## src/rtl/iris_meta_pkg.sv

```systemverilog
// Shared constants, FSM encoding and CRC parameters for the FW metadata packetizer.
// Packet: SYNC0 SYNC1 LEN major minor patch up[31:24..7:0] trailer (1B XOR or 2B CRC-16).
package iris_meta_pkg;

  localparam logic [7:0]  SYNC0_DEF     = 8'hA5;
  localparam logic [7:0]  SYNC1_DEF     = 8'h5A;
  localparam logic [7:0]  META_LEN      = 8'h07;
  localparam int          UPTIME_W_DEF  = 32;

  localparam int          PKT_BYTES_XOR = 11;
  localparam int          PKT_BYTES_CRC = 12;
  localparam int          IDX_W         = 4;

  localparam logic [15:0] CRC_POLY      = 16'h1021;
  localparam logic [15:0] CRC_INIT      = 16'hFFFF;

  typedef enum logic [1:0] {
    ST_IDLE = 2'd0,
    ST_SEND = 2'd1,
    ST_DONE = 2'd2
  } state_e;

endpackage

```

## src/rtl/iris_meta_crc16_byte.sv

```systemverilog
// One-byte step of CRC-16/CCITT-FALSE (MSB first, no reflection), purely combinational.
module iris_meta_crc16_byte
  import iris_meta_pkg::*;
(
  input  logic [15:0] crc_in,
  input  logic [7:0]  data,
  output logic [15:0] crc_out
);

  logic [15:0] acc;

  always_comb begin
    acc = crc_in ^ {data, 8'h00};
    for (int i = 0; i < 8; i++) begin
      acc = acc[15] ? ((acc << 1) ^ CRC_POLY) : (acc << 1);
    end
    crc_out = acc;
  end

endmodule

```

## src/rtl/iris_fw_meta_packetizer.sv

```systemverilog
// Serialises a framed FW-version + uptime packet over a byte valid/ready stream on request.
// Build macro IRIS_META_CRC16_EN selects a 2-byte CRC-16 trailer instead of the 1-byte XOR.
module iris_fw_meta_packetizer
  import iris_meta_pkg::*;
#(
  parameter logic [7:0] SYNC0    = SYNC0_DEF,
  parameter logic [7:0] SYNC1    = SYNC1_DEF,
  parameter int         UPTIME_W = UPTIME_W_DEF
) (
  input  logic       clk,
  input  logic       reset_n,
  input  logic [7:0] fw_major,
  input  logic [7:0] fw_minor,
  input  logic [7:0] fw_patch,
  input  logic       tick,
  input  logic       req,
  output logic [7:0] m_data,
  output logic       m_valid,
  input  logic       m_ready,
  output logic       busy,
  output logic       done
);

`ifdef IRIS_META_CRC16_EN
  localparam int             PKT_BYTES = PKT_BYTES_CRC;
  localparam int             CHK_W     = 16;
  localparam logic [CHK_W-1:0] CHK_INIT = CRC_INIT;
`else
  localparam int             PKT_BYTES = PKT_BYTES_XOR;
  localparam int             CHK_W     = 8;
  localparam logic [CHK_W-1:0] CHK_INIT = '0;
`endif
  localparam logic [IDX_W-1:0] LAST_IDX = IDX_W'(PKT_BYTES - 1);

  state_e              state_q, state_d;
  logic [IDX_W-1:0]    idx_q, idx_d;
  logic                pend_q, pend_d;
  logic [UPTIME_W-1:0] uptime_q, uptime_d;
  logic [UPTIME_W-1:0] snap_up_q, snap_up_d;
  logic [7:0]          snap_maj_q, snap_maj_d;
  logic [7:0]          snap_min_q, snap_min_d;
  logic [7:0]          snap_pat_q, snap_pat_d;
  logic [CHK_W-1:0]    chk_q, chk_d;
  logic [CHK_W-1:0]    chk_step;
  logic [7:0]          cur_byte;
  logic                start;

  always_comb begin
    cur_byte = 8'h00;
    case (idx_q)
      4'd0:    cur_byte = SYNC0;
      4'd1:    cur_byte = SYNC1;
      4'd2:    cur_byte = META_LEN;
      4'd3:    cur_byte = snap_maj_q;
      4'd4:    cur_byte = snap_min_q;
      4'd5:    cur_byte = snap_pat_q;
      4'd6:    cur_byte = snap_up_q[31:24];
      4'd7:    cur_byte = snap_up_q[23:16];
      4'd8:    cur_byte = snap_up_q[15:8];
      4'd9:    cur_byte = snap_up_q[7:0];
`ifdef IRIS_META_CRC16_EN
      4'd10:   cur_byte = chk_q[15:8];
      4'd11:   cur_byte = chk_q[7:0];
`else
      4'd10:   cur_byte = chk_q;
`endif
      default: cur_byte = 8'h00;
    endcase
  end

`ifdef IRIS_META_CRC16_EN
  iris_meta_crc16_byte u_crc (
    .crc_in  (chk_q),
    .data    (cur_byte),
    .crc_out (chk_step)
  );
`else
  assign chk_step = chk_q ^ cur_byte;
`endif

  // Snapshot reads the pre-increment uptime, so a coincident tick lands after capture.
  assign uptime_d = uptime_q + UPTIME_W'(tick);

  always_comb begin
    state_d    = state_q;
    idx_d      = idx_q;
    pend_d     = pend_q;
    chk_d      = chk_q;
    snap_up_d  = snap_up_q;
    snap_maj_d = snap_maj_q;
    snap_min_d = snap_min_q;
    snap_pat_d = snap_pat_q;
    start      = 1'b0;

    case (state_q)
      ST_IDLE: start = req;
      ST_SEND: begin
        if (req) pend_d = 1'b1;
        if (m_ready) begin
          if (idx_q >= 4'd2 && idx_q <= 4'd9) chk_d = chk_step;
          if (idx_q == LAST_IDX) state_d = ST_DONE;
          else                   idx_d   = idx_q + 4'd1;
        end
      end
      ST_DONE: begin
        // A req landing in the DONE cycle itself is folded into the pending restart.
        start = pend_q | req;
        if (!start) state_d = ST_IDLE;
      end
      default: state_d = ST_IDLE;
    endcase

    if (start) begin
      state_d    = ST_SEND;
      idx_d      = '0;
      pend_d     = 1'b0;
      chk_d      = CHK_INIT;
      snap_up_d  = uptime_q;
      snap_maj_d = fw_major;
      snap_min_d = fw_minor;
      snap_pat_d = fw_patch;
    end
  end

  always_ff @(posedge clk or negedge reset_n) begin
    if (!reset_n) begin
      state_q    <= ST_IDLE;
      idx_q      <= '0;
      pend_q     <= 1'b0;
      uptime_q   <= '0;
      snap_up_q  <= '0;
      snap_maj_q <= '0;
      snap_min_q <= '0;
      snap_pat_q <= '0;
      chk_q      <= '0;
    end else begin
      state_q    <= state_d;
      idx_q      <= idx_d;
      pend_q     <= pend_d;
      uptime_q   <= uptime_d;
      snap_up_q  <= snap_up_d;
      snap_maj_q <= snap_maj_d;
      snap_min_q <= snap_min_d;
      snap_pat_q <= snap_pat_d;
      chk_q      <= chk_d;
    end
  end

  assign m_valid = (state_q == ST_SEND);
  assign m_data  = m_valid ? cur_byte : 8'h00;
  assign done    = (state_q == ST_DONE);
  assign busy    = (state_q != ST_IDLE) | pend_q;

endmodule

```

## config.mk

```make
export PLATFORM = sky130hd
export DESIGN_NAME = iris_fw_meta_packetizer
export DESIGN_NICKNAME = d
export VERILOG_FILES = /design/src/rtl/iris_meta_pkg.sv /design/src/rtl/iris_meta_crc16_byte.sv /design/src/rtl/iris_fw_meta_packetizer.sv
export SDC_FILE = /design/constraint.sdc
export NUM_CORES = 1
export LEC_CHECK = 0
export ABC_AREA = 1
export CAP_MARGIN = 25
export CELL_PAD_IN_SITES_DETAIL_PLACEMENT = 2
export CELL_PAD_IN_SITES_GLOBAL_PLACEMENT = 2
export CORE_UTILIZATION = 35
export DETAILED_ROUTE_END_ITERATION = 10
export GPL_TIMING_DRIVEN = 0
export PLACE_DENSITY_LB_ADDON = 0.1
export RECOVER_POWER = 50
export SYNTH_ARGS = -nofsm -noshare
export SYNTH_HDL_FRONTEND = slang
export SYNTH_HIERARCHICAL = 1
export SYNTH_SLANG_ARGS = --single-unit
```

## constraint.sdc

```tcl
create_clock -name clk -period 2.05 [get_ports clk]
set_input_delay 0.41 -clock clk [delete_from_list [all_inputs] [get_ports clk]]
set_output_delay 0.41 -clock clk [all_outputs]
set_load 0.05 [all_outputs]
```

==> results of run 1 <==
## timing repair
| action | 4_1_cts | 5_1_grt |
|---|---|---|
| pin swaps | 16 | 21 |
| setup endpoints to repair | 28 | 32 |
| buffers inserted | 14 | 5 |
| resized for setup | 115 | 39 |
| gates cloned | 1 | 0 |
| hold buffers | 0 | 0 |
## cells in the final DEF (no fill, tap or decap), types with 3 or more instances in the layout
cell type | synthesis | layout
nand2_1 | 225 | 214
buf_4 | 1 | 20
buf_6 | 0 | 7
clkbuf_16 | 0 | 10
clkinvlp_4 | 0 | 7
clkdlybuf4s50_1 | 0 | 26
dfrtp_2 | 0 | 3
buf_2 | 20 | 11
nor2_2 | 0 | 8
buf_8 | 0 | 6
nor2_4 | 0 | 5
a21oi_1 | 11 | 10
clkbuf_2 | 0 | 6
inv_2 | 3 | 4
o21ai_0 | 32 | 32
nor2_1 | 63 | 50
clkbuf_1 | 11 | 7
nand3_1 | 42 | 29
nand3_2 | 0 | 13
dfrtp_1 | 103 | 100
nand2_2 | 1 | 11
ha_4 | 0 | 5
nand4_1 | 51 | 51
clkbuf_4 | 0 | 3
inv_1 | 62 | 54
nor3_1 | 16 | 16
xor2_1 | 29 | 29
## kinds of logic (layout without fill, tap and decap cells)
group | count (synthesis) | count (layout)
buffers and inverters | 98 | 171
XOR/XNOR | 29 | 29
AND/OR/NAND/NOR | 401 | 401
adder cells (fa/ha/maj) | 7 | 7
AO/OA/AOI/OAI | 46 | 46
flip-flops | 103 | 103
## power groups by stage
stage               Sequential [mW]  Combinational, mW  Clock, mW
floorplan                      3.02               2.68          0
CTS                            3.27               4.63       1.87
detailed placement             3.27               3.99          0
global route                   3.36               5.33       1.92
finish                         3.31               4.98       1.82
global placement               3.24               3.80          0
## area by class of cell
cell class / instances / area (µm²)
fill: 1673 / 7909
clock inverter: 6 / 73.82
tap: 184 / 230.2
buffer: 29 / 193.9
timing repair buffer: 60 / 568.0
multi-input combinational: 483 / 2531
clock buffer: 10 / 229.0
inverter: 66 / 272.8
sequential: 103 / 2581
## sequential cells by signal, indices dropped and copies added (netlist names)
| signal | cells |
|---|---|
| snap_min_q | 8 |
| snap_maj_q | 8 |
| snap_up_q | 32 |
| pend_q | 1 |
| state_q | 2 |
| idx_q | 4 |
| snap_pat_q | 8 |
| uptime_q | 32 |
| chk_q | 8 |
## how the worst min path moves through the flow
| stage | end | slack (ns) | cells after the start | start |
|---|---|---|---|---|
| 2_1_floorplan | chk_q[0]$_DFFE_PN0P_ | 0.11 | 0 | reset_n |
| 3_3_place_gp | snap_min_q[7]$_DFFE_PN0N_ | 0.47 | 2 | snap_min_q[7]$_DFFE_PN0N_ |
| 3_5_place_dp | snap_maj_q[0]$_DFFE_PN0N_ | 0.41 | 1 | reset_n |
| 4_1_cts | snap_maj_q[0]$_DFFE_PN0N_ | 0.02 | 1 | reset_n |
| 5_1_grt | snap_maj_q[0]$_DFFE_PN0N_ | 0.24 | 1 | reset_n |
| 6_report | snap_maj_q[0]$_DFFE_PN0N_ | 0.17 | 1 | reset_n |
## per-stage QoR
step | utilization (%) | area, µm²
6_report | 45.79 | 6680
5_1_grt | 45.79 | 6680
4_1_cts | 45.07 | 6575
3_5_place_dp | 40.81 | 5954
3_3_place_gp | 40.64 | 5929
2_1_floorplan | - | 5309
## worst max-delay path: stages (launching register included)
cell        delay (ns)
dfrtp_2           0.45
inv_4             0.07
ha_4              0.20
buf_6             0.14
nand4_1           0.14
nand2_1           0.12
nor2_2            0.11
nand3_2           0.14
nand2_2           0.12
clkinvlp_4        0.11
buf_8             0.16
## per-layer routing
| metal | vias up | GRT usage (%) |
|---|---|---|
| li1 | 2330 | - |
| met1 | 2492 | 30.28 |
| met2 | 88 | 47.77 |
| met3 | 44 | 4.553 |
| met4 | 0 | 13.68 |
| met5 | - | 0 |
==> load_flow_metrics.sql, run 1 <==
INSERT INTO impl_metrics (metric_group, metric, value, unit) VALUES
('status', 'outcome', 'finished, violations left', ''),
('status', 'failed_checks', 'negative setup slack', ''),
('synthesis', 'synth-compound-area-share', '4.441', '%'),
('floorplanning', 'fp-row-count', '44', ''),
('clocking', 'tritoncts_num_sinks', '103', ''),
('global_route', 'grt_antenna_before_repair', '0', ''),
('synthesis', 'mappedNetlistNets', '720', ''),
('synthesis', 'post_synthesis_simple_gate_area_fraction', '32.63', '%'),
('sta', 'total_of_endpoints_with_negative_setup_slack_in_the_final_report', '9', ''),
('cells_and_area', 'areaGrowthSynthToFinish', '26.79', '%'),
('floorplanning', 'design.portCount', '40', ''),
('synthesis', 'synthFlopType', 'dfrtp_1', ''),
('routing', 'drt-total-wl', '19880', 'µm'),
('clocking', 'clockBufferDepth', '2', ''),
('routing', 'vias_per_cell', '5.265', ''),
('clocking', 'cts_buf_count', '9', ''),
('power_and_ir_drop', 'combinational_share_of_power', '49.2', '%'),
('sta', 'report.final.slew_viol_count', '0', ''),
('synthesis', 'synthesis.yosys.warnings', '6', ''),
('sta', 'finClkSkew', '0.005544', 'ns'),
('synthesis', 'synth_cells', '684', ''),
('floorplanning', 'fp.coreArea', '14590', 'µm²'),
('hold_path', 'holdCritPathClass', 'input port to async pin', ''),
('synthesis', 'avgSynthCellArea', '7.703', 'µm²'),
('sta', 'timing.final.ws_setup', '-0.4806', 'ns'),
('synthesis', 'synth_edf_count', '0', ''),
('placement', 'place.gp.congestion', '0.8589', ''),
('power_and_ir_drop', 'total_switching_power', '4.654', 'mW'),
('power_and_ir_drop', 'proportion_of_total_power_due_to_net_switching', '46.04', '%'),
('sta', 'min_period', '2.531', 'ns'),
('worst_setup_path', 'regToRegStartpoint', 'idx_q[0]$_DFFE_PN0P_', ''),
('cells_and_area', 'nets', '788', ''),
('cells_and_area', 'final_cell_count_no_fill', '941', ''),
('clocking', 'clk_latency', '0.36', 'ns'),
('synthesis', 'most_repeated_cell_in_the_gate_level_netlist_after_synthesis', 'nand2_1', ''),
('routing', 'route.met3.wl', '548', 'µm'),
('global_route', 'first_global_vias', '5691', ''),
('global_route', 'pin_count_of_the_biggest_net_entering_global_routing', '71', ''),
('synthesis', 'synthXorXnorAreaFrac', '4.821', '%'),
('floorplanning', 'initial_core_utilization', '36.11', '%'),
('synthesis', 'postSynthRegisterBits', '103', ''),
('placement', 'worst_slack_at_placement', '-1.076', 'ns'),
('sta', 'maxClockFrequency', '395.2', 'MHz'),
('routing', 'detailed_routed_wire_length_on_met2', '10350', 'µm'),
('placement', 'numPlacedInstances', '908', ''),
('global_route', 'globalRouteOverflowTotal', '0', ''),
('sta', 'period_utilization_post_route', '123.4', '%'),
('synthesis', 'yosys.area.top_type', 'dfrtp_1', ''),
('worst_setup_path', 'criticalPathCategory', 'register to output pin', ''),
('synthesis', 'synth_cell_type_count', '22', ''),
('synthesis', 'synth-seq-area-share', '48.92', '%'),
('sta', 'report.final.hold_viol_count', '0', ''),
('synthesis', 'synth-adder-area-share', '1.662', '%'),
('clocking', 'clockRootBuffer', 'clkbuf_16', ''),
('routing', 'drt.antenna.violating_nets', '0', ''),
('worst_setup_path', 'regToRegSetupSlack', '-0.02', 'ns'),
('routing', 'num_vias', '4954', ''),
('sta', 'timing.setup.tns', '-3.305', 'ns'),
('power_and_ir_drop', 'p_int', '5.454', 'mW'),
('worst_setup_path', 'critical_path.endpoint_type', 'output pin', ''),
('routing', 'wirelength_met1', '8132', 'µm'),
('synthesis', 'yosys-mux-area-fraction', '0', '%'),
('cells_and_area', 'fraction_of_layout_cells_with_a_size_suffix_above_1', '17.04', '%'),
('worst_setup_path', 'critPathCapture', 'm_data[5]', ''),
('worst_setup_path', 'reg2reg_depth', '13', ''),
('worst_setup_path', 'critical_path_arrival', '2.12', 'ns'),
('global_route', 'wire_length_of_the_first_global_routing_pass', '31700', 'µm'),
('global_route', 'grtUsageTotal', '26.68', '%'),
('cells_and_area', 'antenna_cells', '0', ''),
('clocking', 'cts.htree.levels', '3', ''),
('power_and_ir_drop', 'power_per_cell_area', '1513', 'nW/µm²');
No activity file was read; power rests on OpenSTA's default activity.
==> run 2, diff against run 1 <==
CORE_ASPECT_RATIO = 1.1   (was default)
==> run 2 against run 1 <==
  * The flow still finishes with violations (negative setup slack)
  * Global-route usage grew 0.76 points
  * Sequential share of layout area shrank 0.32 points
  * Register-to-register slack gained 0.09 ns
  * Worst hold slack lost 0.019 ns
  * Power grew 0.44%
  * Critical path depth shrank 2
  * Wire length grew 2.3%
  * Critical endpoint unchanged
==> load_flow_metrics.sql, run 2 (synthesized netlist as in run 1, its figures left out) <==
INSERT INTO impl_metrics (metric_group, metric, value, unit) VALUES
('power_and_ir_drop', 'p_int', '5.436', 'mW'),
('worst_setup_path', 'crit_start', 'idx_q[2]$_DFFE_PN0P_', ''),
('routing', 'detail_route.drc_violations', '0', ''),
('worst_setup_path', 'crit_path_max_fanout', '10', ''),
('sta', 'holdWs', '0.1503', 'ns'),
('power_and_ir_drop', 'report.power.total', '10.15', 'mW'),
('clocking', 'clk_pin_slew_worst_paths', '0.08', 'ns'),
('floorplanning', 'fp.coreArea', '14560', 'µm²'),
('clocking', 'cts_buf_count', '9', ''),
('power_and_ir_drop', 'power_per_cell_area', '1507', 'nW/µm²'),
('floorplanning', 'overall_die_area', '15550', 'µm²'),
('placement', 'numPlacedInstances', '916', ''),
('routing', 'drt-total-wl', '20330', 'µm'),
('status', 'outcome', 'finished, violations left', ''),
('routing', 'drt.antenna.violating_nets', '0', ''),
('sta', 'maxClockFrequency', '393.8', 'MHz'),
('power_and_ir_drop', 'peakVddDrop', '0.6056', 'mV'),
('power_and_ir_drop', 'total_switching_power', '4.717', 'mW'),
('cells_and_area', 'layout.cells.most_common_list', 'nand2_1 (213), dfrtp_1 (100), inv_1 (55)', ''),
('global_route', 'first_global_vias', '5679', ''),
('floorplanning', 'die-width', '119.0', 'µm'),
('sta', 'finClkSkew', '0.01175', 'ns'),
('cells_and_area', 'final.fill_count', '1661', ''),
('routing', 'initial_drt_pass_iterations', '4', ''),
('clocking', 'cts.htree.levels', '3', ''),
('routing', 'routedWlPerCell', '21.36', 'µm'),
('cells_and_area', 'nets', '791', ''),
('clocking', 'holdBufCountCts', '0', ''),
('status', 'failed_checks', 'negative setup slack', ''),
('placement', 'port-buffer-count', '39', ''),
('global_route', 'pin_count_of_the_biggest_net_entering_global_routing', '73', ''),
('placement', 'place.gp.congestion', '0.8625', ''),
('clocking', 'clockBufferDepth', '2', ''),
('routing', 'vias_per_cell', '5.284', ''),
('worst_setup_path', 'setup_crit_start_kind', 'register', ''),
('sta', 'rsz0062_at_grt', 'yes', ''),
('worst_setup_path', 'regToRegStartpoint', 'idx_q[0]$_DFFE_PN0P_', ''),
('floorplanning', 'die_height', '130.7', 'µm'),
('cells_and_area', 'areaGrowthSynthToFinish', '27.86', '%'),
('worst_setup_path', 'critical_path_arrival', '2.13', 'ns'),
('worst_setup_path', 'critical_path.endpoint_type', 'output pin', ''),
('floorplanning', 'initial_core_utilization', '36.18', '%'),
('sta', 'report.final.hold_viol_count', '0', ''),
('cells_and_area', 'antenna_cells', '0', ''),
('sta', 'timing.setup.tns', '-3.823', 'ns'),
('sta', 'timing.final.ws_setup', '-0.4896', 'ns'),
('global_route', 'wire_length_of_the_first_global_routing_pass', '31740', 'µm'),
('power_and_ir_drop', 'combinational_share_of_power', '50.6', '%'),
('sta', 'max_slew.worst_pin.slew', '0.9865', 'ns'),
('power_and_ir_drop', 'share_seq_of_total_power', '32.6', '%'),
('clocking', 'tritoncts', 'done', ''),
('clocking', 'clockRootBuffer', 'clkbuf_16', ''),
('cells_and_area', 'fraction_of_layout_cells_with_a_size_suffix_above_1', '17.50', '%'),
('cells_and_area', 'final_cell_count_no_fill', '952', ''),
('flow_run', 'max-cap-violations', '0', ''),
('clocking', 'tritoncts_num_sinks', '103', ''),
('routing', 'num_vias', '5030', ''),
('power_and_ir_drop', 'leakagePower', '3.368', 'nW'),
('sta', 'period_utilization_post_route', '123.9', '%'),
('global_route', 'grtUsageTotal', '27.44', '%'),
('sta', 'report.final.slew_viol_count', '0', ''),
('sta', 'min_period', '2.540', 'ns'),
('placement', 'post-dp-hpwl', '14060', 'µm'),
('sta', 'max_slew_margin', '34.23', '%'),
('floorplanning', 'design.portCount', '40', ''),
('floorplanning', 'fp-row-count', '46', ''),
('power_and_ir_drop', 'proportion_of_total_power_due_to_net_switching', '46.46', '%'),
('clocking', 'clk_latency', '0.36', 'ns'),
('global_route', 'globalRouteOverflowTotal', '0', ''),
('worst_setup_path', 'criticalPathCategory', 'register to output pin', ''),
('cells_and_area', 'mostFrequentLayoutCell', 'nand2_1', ''),
('global_route', 'grt_antenna_before_repair', '0', ''),
('routing', 'first_iter_violations', '218', ''),
('hold_path', 'holdCritPathClass', 'input port to async pin', ''),
('sta', 'total_of_endpoints_with_negative_setup_slack_in_the_final_report', '9', ''),
('worst_setup_path', 'critical_path_required', '1.64', 'ns'),
('cells_and_area', 'reg_top3', 'snap_up_q (32), uptime_q (32)', ''),
('power_and_ir_drop', 'clkPwrFrac', '16.8', '%');
run 2: cell types whose count changed in the layout (fill, tap and decap cells not counted), sizes merged:
cell,previous run,this run
buf,44,48
clkinv,1,4
clkinvlp,7,5
bufinv,1,0
clkbuf,26,25
clkdlybuf4s50,26,27
dlygate4sd2,2,3
dlygate4sd3,1,0
inv,63,62
run 2: area by class of cell:
class | count | area [µm²] | area share (%)
Buffer | 30 | 211.5 | 3.139
Sequential cell | 103 | 2581 | 38.32
Clock inverter | 5 | 40.04 | 0.5944
Clock buffer | 11 | 242.7 | 3.603
Tap cell | 192 | 240.2 | 3.566
Timing Repair Buffer | 62 | 589.3 | 8.748
Inverter | 66 | 267.8 | 3.975
Multi-Input combinational cell | 483 | 2564 | 38.06
run 2: what timing repair did:
action                     in CTS  in global routing
setup buffers                  16                  5
pin swaps                      19                 19
cloned                          1                  0
setup endpoints to repair      28                 30
gates resized for setup       120                 33
run 2: power groups by stage:
| stage | sequential, mW | clock [mW] | combinational (mW) |
|---|---|---|---|
| 6_report | 3.31 | 1.70 | 5.14 |
| 5_1_grt | 3.37 | 1.80 | 5.50 |
| 4_1_cts | 3.25 | 1.73 | 4.71 |
| 3_5_place_dp | 3.26 | 0 | 3.98 |
| 3_3_place_gp | 3.24 | 0 | 3.81 |
| 2_1_floorplan | 3.02 | 0 | 2.68 |
run 2: worst paths after layout:
check | end | slack (ns) | depth (start not counted)
max | m_data[5] | -0.49 | 8
min | snap_min_q[4]$_DFFE_PN0N_ | 0.15 | 1
max reg2reg | chk_q[3]$_DFFE_PN0P_ | 0.07 | 12
min reg2reg | snap_up_q[15]$_DFFE_PN0N_ | 0.49 | 2
max in group asynchronous | uptime_q[30]$_DFF_PN0_ | 0.33 | 2
min in group clk | snap_up_q[15]$_DFFE_PN0N_ | 0.49 | 2
run 2: metal layers:
layer / share of wire (%) / vias up / wire length [µm] / track usage [%]
met5: 0 / - / 0 / 0
met4: 3.9 / 0 / 803 / 15.64
met3: 3.4 / 48 / 698 / 2.778
met2: 54 / 111 / 11030 / 51.71
met1: 38 / 2535 / 7800 / 30.32
li1: - / 2336 / - / -
run 2: critical path: stages, from the launching register on:
cell and delay (ns):
dfrtp_1 0.48, clkbuf_1 0.45, nand4_1 0.23, nand2_1 0.13, nor2_2 0.04, nand3_2 0.12, nand2_2 0.08, clkinvlp_4 0.06
buf_4 0.18
run 2: metrics by stage:
| stage | util [%] | setup slack [ns] | cell area (µm²) |
|---|---|---|---|
| after CTS | 45.37 | -0.4902 | 6606 |
| after detailed placement | 40.96 | -1.108 | 5964 |
| after global routing | 46.26 | -0.5594 | 6736 |
| final | 46.26 | -0.4896 | 6736 |
| after floorplan | - | 0.0006483 | 5309 |
| after global placement | 40.79 | -3.425 | 5939 |
